==> config.mk <==
export PLATFORM = sky130hd
export DESIGN_NAME = io_loopback_sequencer
export DESIGN_NICKNAME = d
export VERILOG_FILES = /design/src/rtl/io_loopback_sequencer_pkg.sv /design/src/rtl/io_loopback_sequencer_sync_2ff.sv /design/src/rtl/io_loopback_sequencer.sv
export SDC_FILE = /design/constraint.sdc
export NUM_CORES = 1
export LEC_CHECK = 0
export CAP_MARGIN = 20
export CORE_MARGIN = 5
export CORE_UTILIZATION = 41
export CTS_CLUSTER_SIZE = 24
export DETAILED_ROUTE_END_ITERATION = 10
export PLACE_DENSITY = 0.59
export SYNTH_ARGS = -nofsm -noshare
export SYNTH_HDL_FRONTEND = slang
export SYNTH_SLANG_ARGS = --single-unit
==> constraint.sdc <==
create_clock -name clk_300 -period 6.5 [get_ports clk_300]
set_clock_uncertainty 0.15 [all_clocks]
set_input_delay 0.65 -clock clk_300 [delete_from_list [all_inputs] [get_ports clk_300]]
set_output_delay 0.65 -clock clk_300 [all_outputs]
set_load 0.005 [all_outputs]
==> src/rtl/io_loopback_sequencer_pkg.sv <==
// Shared types and pattern generator for the I/O bank loopback self-test.
// The pattern order is all-zeros, all-ones, walking one, then walking zero.
package io_loopback_pkg;

    typedef enum logic [2:0] {
        IDLE   = 3'd0,
        DRIVE  = 3'd1,
        SETTLE = 3'd2,
        CHECK  = 3'd3,
        DONE   = 3'd4
    } state_e;

    localparam int unsigned DEF_WIDTH    = 32'd5;
    localparam int unsigned NUM_PATTERNS = 32'd2 * DEF_WIDTH + 32'd2;
    localparam int unsigned MAX_WIDTH    = 32'd32;

    function automatic logic [MAX_WIDTH-1:0] pattern_for(input int unsigned idx,
                                                         input int unsigned width);
        logic [MAX_WIDTH-1:0] pat_v;
        pat_v = '0;
        for (int unsigned b = 32'd0; b < MAX_WIDTH; b++) begin
            if (b >= width) begin
                pat_v[b] = 1'b0;
            end else if (idx == 32'd1) begin
                pat_v[b] = 1'b1;
            end else if ((idx >= 32'd2) && (idx < width + 32'd2)) begin
                pat_v[b] = (b == idx - 32'd2);
            end else if (idx >= width + 32'd2) begin
                pat_v[b] = (b != idx - width - 32'd2);
            end else begin
                pat_v[b] = 1'b0;
            end
        end
        return pat_v;
    endfunction

endpackage

==> src/rtl/io_loopback_sequencer_sync_2ff.sv <==
// Two-flop synchroniser for asynchronous pin inputs, cleared to zero on reset.
module sync_2ff #(
    parameter int WIDTH = 5
) (
    input  logic             clk,
    input  logic             rst_n,
    input  logic [WIDTH-1:0] d,
    output logic [WIDTH-1:0] q
);

    logic [WIDTH-1:0] meta_r;
    logic [WIDTH-1:0] sync_r;

    // Metastability chain: first flop may go metastable, second resolves it.
    always_ff @(posedge clk or negedge rst_n) begin
        if (!rst_n) begin
            meta_r <= '0;
            sync_r <= '0;
        end else begin
            meta_r <= d;
            sync_r <= meta_r;
        end
    end

    assign q = sync_r;

endmodule

==> src/rtl/io_loopback_sequencer.sv <==
// I/O bank loopback self-test: passthrough when idle, pattern drive/compare
// with sticky per-bit failure mask and saturating error count when running.
module io_loopback_sequencer
    import io_loopback_pkg::*;
#(
    parameter int WIDTH         = 5,
    parameter int SETTLE_CYCLES = 8,
    parameter int ERR_W         = 8
) (
    input  logic             clk_300,
    input  logic             rst_n,
    input  logic [WIDTH-1:0] in_pins,
    output logic [WIDTH-1:0] out_pins,
    input  logic             start,
    input  logic             abort,
    output logic             busy,
    output logic             done,
    output logic             pass,
    output logic [WIDTH-1:0] fail_mask,
    output logic [ERR_W-1:0] err_count
);

    localparam int NPAT  = 2 * WIDTH + 2;
    localparam int IDX_W = $clog2(NPAT);
    localparam int CNT_W = $clog2(SETTLE_CYCLES);

    localparam logic [IDX_W-1:0] LAST_IDX = IDX_W'(NPAT - 1);
    localparam logic [CNT_W-1:0] CNT_LOAD = CNT_W'(SETTLE_CYCLES - 1);
    localparam logic [ERR_W-1:0] ERR_MAX  = {ERR_W{1'b1}};

    state_e           state_r;
    logic [IDX_W-1:0] pat_idx_r;
    logic [CNT_W-1:0] wait_cnt_r;
    logic [WIDTH-1:0] sync_q_s;
    logic [WIDTH-1:0] pattern_s;
    logic [WIDTH-1:0] diff_s;

    sync_2ff #(.WIDTH(WIDTH)) u_sync (
        .clk   (clk_300),
        .rst_n (rst_n),
        .d     (in_pins),
        .q     (sync_q_s)
    );

    // Current pattern and its mismatch against the synchronised loopback.
    always_comb begin
        pattern_s = WIDTH'(pattern_for(32'(pat_idx_r), WIDTH));
        diff_s    = sync_q_s ^ pattern_s;
    end

    // Sequencer FSM; every output is a register updated here.
    always_ff @(posedge clk_300 or negedge rst_n) begin
        if (!rst_n) begin
            state_r    <= IDLE;
            pat_idx_r  <= '0;
            wait_cnt_r <= '0;
            out_pins   <= '0;
            busy       <= 1'b0;
            done       <= 1'b0;
            pass       <= 1'b0;
            fail_mask  <= '0;
            err_count  <= '0;
        end else begin
            done <= 1'b0;
            if ((state_r != IDLE) && abort) begin
                // Partial fail_mask/err_count are kept for post-mortem readout.
                state_r <= IDLE;
                busy    <= 1'b0;
                pass    <= 1'b0;
            end else begin
                case (state_r)
                    IDLE: begin
                        out_pins <= sync_q_s;
                        if (start && !abort) begin
                            fail_mask <= '0;
                            err_count <= '0;
                            pass      <= 1'b0;
                            pat_idx_r <= '0;
                            busy      <= 1'b1;
                            state_r   <= DRIVE;
                        end else begin
                            state_r <= IDLE;
                        end
                    end
                    DRIVE: begin
                        out_pins   <= pattern_s;
                        wait_cnt_r <= CNT_LOAD;
                        state_r    <= SETTLE;
                    end
                    SETTLE: begin
                        if (wait_cnt_r == '0) begin
                            state_r <= CHECK;
                        end else begin
                            wait_cnt_r <= wait_cnt_r - CNT_W'(1);
                        end
                    end
                    CHECK: begin
                        fail_mask <= fail_mask | diff_s;
                        if ((diff_s != '0) && (err_count != ERR_MAX)) begin
                            err_count <= err_count + ERR_W'(1);
                        end else begin
                            err_count <= err_count;
                        end
                        if (pat_idx_r == LAST_IDX) begin
                            done    <= 1'b1;
                            pass    <= ((fail_mask | diff_s) == '0);
                            state_r <= DONE;
                        end else begin
                            pat_idx_r <= pat_idx_r + IDX_W'(1);
                            state_r   <= DRIVE;
                        end
                    end
                    DONE: begin
                        out_pins <= '0;
                        busy     <= 1'b0;
                        state_r  <= IDLE;
                    end
                    default: begin
                        busy    <= 1'b0;
                        state_r <= IDLE;
                    end
                endcase
            end
        end
    end

endmodule
==> results of run 1 <==
-- kinds of logic after synthesis --
group	count (synthesis)	synth area share (%)
AOI/OAI and AO/OA	83	24.3
and+or+nand+nor	80	17.9
DFF	41	43.9
buffers and inverters	21	3.74
adders and majority gates	15	7.91
xor gates and xnor gates	5	1.87
muxes	1	0.428
-- metrics by stage --
step,setup WS [ps],std cells
2_1_floorplan,3230,246
3_3_place_gp,2780,339
3_5_place_dp,2660,339
4_1_cts,2620,347
5_1_grt,2260,347
6_report,2600,347
-- final cells by class --
| cell class | instances | area share (%) |
|---|---|---|
| multi-input cells | 184 | 44.3 |
| flip-flops and latches | 41 | 37.0 |
| repair buffers | 29 | 10.3 |
| well taps | 72 | 3.25 |
| clock buffers | 5 | 2.48 |
| inverters | 13 | 1.76 |
| clock inverters | 3 | 0.903 |
-- state kept, by name, summed over array words and instances, names as in the netlist --
register / cells
busy: 1
done: 1
err_count: 8
fail_mask: 5
out_pins: 5
pass: 1
pat_idx_r: 4
state_r: 3
u_sync.meta_r: 5
u_sync.q: 5
wait_cnt_r: 3
-- where the power goes --
| part | switching (mW) | internal [mW] | leakage (nW) |
|---|---|---|---|
| Clock | 0.0964 | 0.0775 | 0.0447 |
| Combinational | 0.0695 | 0.0635 | 0.605 |
| Sequential | 0.0230 | 0.279 | 0.519 |
| Total | 0.189 | 0.420 | 1.17 |
-- synthesized netlist by cell type, types with 2 or more instances --
master,number
a41oi_1,5
a32o_1,2
o41a_1,4
a31o_2,4
nand2_1,13
or3_1,7
dfrtp_1,41
or2_2,2
o22ai_2,2
nor3_1,9
clkbuf_1,5
a21oi_1,29
o21ai_0,17
a31oi_1,2
nand3_1,8
nor2_1,25
o21a_1,4
ha_1,14
inv_1,12
nor2b_1,3
nand2b_1,2
xor2_1,3
xnor2_1,2
and3_1,4
-- worst reg2reg max path, delay by kind of cell (launching register included) --
| kind | cells | cell delay, ps |
|---|---|---|
| AOI/OAI and AO/OA | 5 | 1400 |
| and+or+nand+nor | 3 | 950 |
| adders and majority gates | 2 | 490 |
| DFF | 1 | 480 |
| buffers and inverters | 1 | 190 |
| xor gates and xnor gates | 1 | 170 |
-- routing by layer --
metal / wire [µm] / track usage (%) / vias up
met5: 0 / 0 / -
met4: 68 / 4.46 / 0
met3: 147 / 2.88 / 7
met2: 2540 / 23.8 / 32
met1: 2510 / 20.3 / 941
li1: - / - / 963
-- worst paths after layout --
kind | to | slack, ps | depth (start not counted)
worst min register to register | u_sync.q[0] | 200 | 0
max in group asynchronous | pat_idx_r[3] | 5300 | 1
worst min-delay path | u_sync.q[0] | 200 | 0
worst max register to register | err_count[6] | 2600 | 12
min in group asynchronous | err_count[4] | 330 | 1
worst max-delay path | err_count[6] | 2600 | 12
==> results.md, run 1 <==
* Status: finished clean
* Final Util at between 50% and 60%
* Maximum vdd drop at between 100 and 150 µV
* CTS max path bufs at 2
* GP Congestion at between 0.7 and 0.8
* Final Slew Violations at 0
* First-pass GRT wire length at roughly 8900 µm
* Root buffer cell: clkbuf_8
* Worst slew margin at around 30%
* Leak Pwr at between 1 and 1.5 nW
* DR pass1 iterations at 4
* TritonCTS clock tree: yes
* Crit. End Element: register
* Grt ovf at 0
* First DRT Iteration DRCs at ~150
* Unrepaired setup endpoints after global routing: no
* Vias in the first global route at between 1500 and 2000
* # resized after CTS at 0
* Crit path required time at 6570 ps
* PwrDens at 220 nW/µm²
* Diodes inserted at 0
* Reg area at around 1000 µm²
* HPWL Detailed at about 3800 µm
* Multi-input logic area at between 1000 and 1500 µm²
* Slowest CP cell: o311ai_2
* Syn_area_per_cell at approximately 9.5 µm²
* DP Area at 2680 µm²
* Core area at 5540 µm²
* Post-DRT Antenna Nets at 0
* Type of origin of the critical path: register
* Post-synthesis cell type count at 51
* # fillers at 525
* Most frequent cells in the layout: dfrtp_1 (41), a21oi_1 (29), clkdlybuf4s50_1 (28), nor2_1 (25), o21ai_0 (17)
* Total Routing Usage GR at about 15%
* Synth Net Count at 269
* Via count at a little under 2000
* Total power at between 0.6 and 0.7 mW
* Leading area contributor after synthesis: dfrtp_1
* Top_reg_cell synth: dfrtp_1
* Starting Density at between 40% and 50%
* Most frequent CP cell: ha_1
* Number of flops mapped to enable cells by yosys at 0
* Min-Delay Path Class: register to register
* Hold buffer count at CTS at 0
* Hold path start: u_sync.meta_r[0]
* Critical path class: register to register
* CP delay by family, top: compound AO/OA/AOI/OAI gates
* Synth top area share at 43.9%
* Layout Nets at about 300
* Setup repair bufs after CTS at 0
* Slowest stage delay, CP at 610 ps
* Crit path buf inv count at 1
* Share of layout cells above drive strength 1 at approximately 8.7%
* Max Cap Viol at 0
* Final Hold Viols at 0
* Final Cell Area at 2770 µm²
* Post-synthesis instance total at 246
* Worst-path cell chain: inv_1 > ha_1 > xor2_1 > ha_1 > and4bb_1 > nor4_4 > a41oi_1 > nor3_1 > o22ai_2 > o311ai_2 > o21ai_0 > a21oi_1
* Hold_ws at between 200 and 250 ps
* Clock slew at reported path FFs at roughly 90 ps
* Routed len/inst at approximately 15 µm
* Initial antenna violation count at 0
* Port bufs at 29
* Worst EP arrival at just under 4000 ps
* Max frequency at ~0.26 GHz
* H-tree depth at 2
* Finish-stage setup viols at 0
* Synth Register Bits at between 40 and 50
* DRC at 0
* Die area at 7320 µm²
* Syn. warnings at 0
* Max Fanout on Critical Path at 12
* Worst-margin pin slew at around 1000 ps
* Clk sinks at ~40
* CTS buffer count at 5
* Synthesis-to-layout area growth at 18.4%
* Die W at around 86 µm
* Setup TNS at 0 ps
* Worst-Skew Late Latency at 300 ps
* Largest net degree at the start of global routing at 42
* Routed WL at 5270 µm
* # rows at 27
* FFs w/ async S/R, synth at 100%
* Syn Std Cell Area at about 2300 µm²
* Post-layout min period at 3900 ps
* Most common cell after layout, fill and taps aside: dfrtp_1
* I/O Pins at 30
* Share of the clock period used by the worst path at 60.0%
* Area contributors post-synth: dfrtp_1 (44%), ha_1 (7.5%), a21oi_1 (6.2%)
* RR Startpoint: pat_idx_r[1]
* Seq/Total Area, Yosys at between 40% and 50%
* CP startpoint: pat_idx_r[1]
* Die Ht at 85.5 µm
* Vias per cell at 5.60
Note: power is estimated with default switching activity, not from simulation.
==> inputs of run 2 (changes only) <==
==> constraint.sdc (replaced) <==
create_clock -name clk_300 -period 4 [get_ports clk_300]
set_clock_uncertainty 0.15 [all_clocks]
set_input_delay 0.4 -clock clk_300 [delete_from_list [all_inputs] [get_ports clk_300]]
set_output_delay 0.4 -clock clk_300 [all_outputs]
set_load 0.005 [all_outputs]
==> run 2 against run 1 <==
Against the previous run: flip-flop and latch count unchanged; final area up 0.81%; setup slack worse by 2200 ps; non-clock buffer count up 3; via count up 0.26%; combinational power up 65%; cell count up 0.86%; global-route usage down 0.12 points; critical path depth up 1; hold slack worse by 120 ps; largest power group unchanged.
==> results.md, run 2 (synthesis gave the netlist of run 1 again) <==
* Status: finished clean (unchanged)
* Port bufs at 29 (unchanged)
* Starting Density at 42.2% (unchanged)
* Synthesis-to-layout area growth at 19.4% (was 18.4%)
* Vias in the first global route at 1834 (was 1878)
* Core area at 5540 µm² (unchanged)
* Initial antenna violation count at 0 (unchanged)
* TritonCTS clock tree: yes (unchanged)
* PwrDens at 358 nW/µm² (was 220 nW/µm²)
* Via count at 1948 (was 1943)
* Worst-path cell chain: inv_1 > ha_1 > xor2_1 > ha_1 > and4bb_1 > nor4_4 > a41oi_1 > o21a_1 > o22ai_2 > o311ai_2 > buf_4 > or3_1 > a21oi_1 (was inv_1 > ha_1 > xor2_1 > ha_1 > and4bb_1 > nor4_4 > a41oi_1 > nor3_1 > o22ai_2 > o311ai_2 > o21ai_0 > a21oi_1)
* Type of origin of the critical path: register (unchanged)
* Clock slew at reported path FFs at 90 ps (about the same)
* Post-DRT Antenna Nets at 0 (unchanged)
* Maximum vdd drop at 236 µV (was 136 µV)
* Diodes inserted at 0 (unchanged)
* GP Congestion at 0.805 (was 0.792)
* Grt ovf at 0 (unchanged)
* CTS buffer count at 5 (unchanged)
* CP delay by family, top: compound AO/OA/AOI/OAI gates (unchanged)
* Worst-margin pin slew at 930 ps (was 1050 ps)
* Unrepaired setup endpoints after global routing: no (unchanged)
* Most frequent CP cell: ha_1 (unchanged)
* Final Cell Area at 2790 µm² (was 2770 µm²)
* Crit. End Element: register (unchanged)
* Slowest stage delay, CP at 470 ps (was 610 ps)
* RR Startpoint: pat_idx_r[1] (unchanged)
* Final Slew Violations at 0 (unchanged)
* Crit path buf inv count at 2 (was 1)
* Die Ht at 85.5 µm (unchanged)
* # rows at 27 (unchanged)
* Slack of the worst reg-to-reg path at 380 ps (was 2600 ps)
* Slowest CP cell: dfrtp_1 (was o311ai_2)
* Max frequency at 0.276 GHz (was 0.257 GHz)
* Max Fanout on Critical Path at 12 (unchanged)
* Most frequent cells in the layout: dfrtp_1 (41), a21oi_1 (29), clkdlybuf4s50_1 (28), nor2_1 (25), o21ai_0 (17) (unchanged)
* Total Routing Usage GR at 14.7% (was 14.8%)
* Worst slew margin at 38.0% (was 29.8%)
* Layout Nets at 300 (was 297)
* Largest Register: err_count (unchanged)
* Setup repair bufs after CTS at 0 (unchanged)
* DRC at 0 (unchanged)
* Routed WL at 5170 µm (was 5270 µm)
* Worst Reg-to-Reg Cells at 13 (was 12)
* Final worst-path setup slack at 375 ps (was 2600 ps)
* Routed len/inst at 14.8 µm (was 15.2 µm)
* Hold buffer count at CTS at 0 (unchanged)
* Fin cells at 350 (was 347)
* Post-layout min period at 3620 ps (was 3900 ps)
* DP Area at 2700 µm² (was 2680 µm²)
* DR pass1 iterations at 4 (unchanged)
* Critical path class: register to register (unchanged)
* Clk sinks at 41 (unchanged)
* Post-placement setup slack at 379 ps (was 2660 ps)
* Placed cells at 342 (was 339)
* Share of layout cells above drive strength 1 at 9.71% (was 8.73%)
* Die area at 7320 µm² (unchanged)
* Vias per cell at 5.57 (was 5.60)
* Leak Pwr at 1.18 nW (was 1.17 nW)
* Root buffer cell: clkbuf_8 (unchanged)
* H-tree depth at 2 (unchanged)
* R2R Path End: err_count[5] (was err_count[6])
* I/O Pins at 30 (unchanged)
* HPWL Detailed at 3770 µm (was 3840 µm)
* Max Cap Viol at 0 (unchanged)
* First DRT Iteration DRCs at 68 (was 145)
* First-pass GRT wire length at 8680 µm (was 8850 µm)
* Worst EP arrival at 3710 ps (was 3960 ps)
* Largest net degree at the start of global routing at 42 (unchanged)
* Worst-Skew Late Latency at 300 ps (about the same)
* Setup TNS at 0 ps (unchanged)
* Min-Delay Path Class: primary input to async pin (was register to register)
* Share of the clock period used by the worst path at 90.6% (was 60.0%)
* # resized after CTS at 0 (unchanged)
* Most common cell after layout, fill and taps aside: dfrtp_1 (unchanged)
* CTS max path bufs at 2 (unchanged)
* Die W at 85.5 µm (unchanged)
* Max FFs per register at 8 (unchanged)
* Finish-stage setup viols at 0 (unchanged)
* Final Hold Viols at 0 (unchanged)
* Final Util at 50.4% (was 50.0%)
* Crit path required time at 4080 ps (was 6570 ps)
## run 2: changes by cell type in the layout (fill, tap and decap cells not counted)
| cell | before | now |
|---|---|---|
| buf_4 | 0 | 3 |
| clkinv_4 | 1 | 0 |
| inv_6 | 1 | 2 |
## run 2: routing by layer
layer,GRT usage [%],wire (µm),vias up
li1,-,-,974
met1,19.8,2480,929
met2,23.4,2420,37
met3,2.79,185,8
met5,0,0,-
met4,5.61,83,0
## run 2: worst max-delay path by stage
stage / from / end / cells after the start
floorplan: pat_idx_r[1] / err_count[6] / 13
global placement: pat_idx_r[1] / err_count[7] / 13
detailed placement: pat_idx_r[1] / err_count[4] / 13
CTS: pat_idx_r[1] / err_count[5] / 13
global route: pat_idx_r[1] / err_count[3] / 13
finish: pat_idx_r[1] / err_count[5] / 13
## run 2: worst register-to-register path: stages (launching register included)
cell and delay (ps):
dfrtp_1 470, inv_1 190, ha_1 240, xor2_1 170, ha_1 230, and4bb_1 260, nor4_4 310, a41oi_1 240
o21a_1 260, o22ai_2 250, o311ai_2 100, buf_4 200, or3_1 350, a21oi_1 140
## run 2: final cells by class
class                      instances  area [µm²]
tap                               72        90.1
multi-input combinational        184        1230
clock inverter                     3        25.0
sequential                        41        1030
clock buffer                       5        68.8
fill                             536        2750
timing repair buffer              32         308
inverter                          13        48.8
## run 2: report_power, final
part / switching (mW) / internal [mW] / total (mW)
clock network: 0.163 / 0.127 / 0.290
registers: 0.0367 / 0.453 / 0.489
logic: 0.114 / 0.106 / 0.220
## run 2: metrics by stage
stage	total power, mW	hold slack (ps)
after global routing	1.06	172
after global placement	0.718	182
after floorplan	0.629	-45.6
final	0.999	83.7
after detailed placement	0.720	185
after CTS	1.01	112
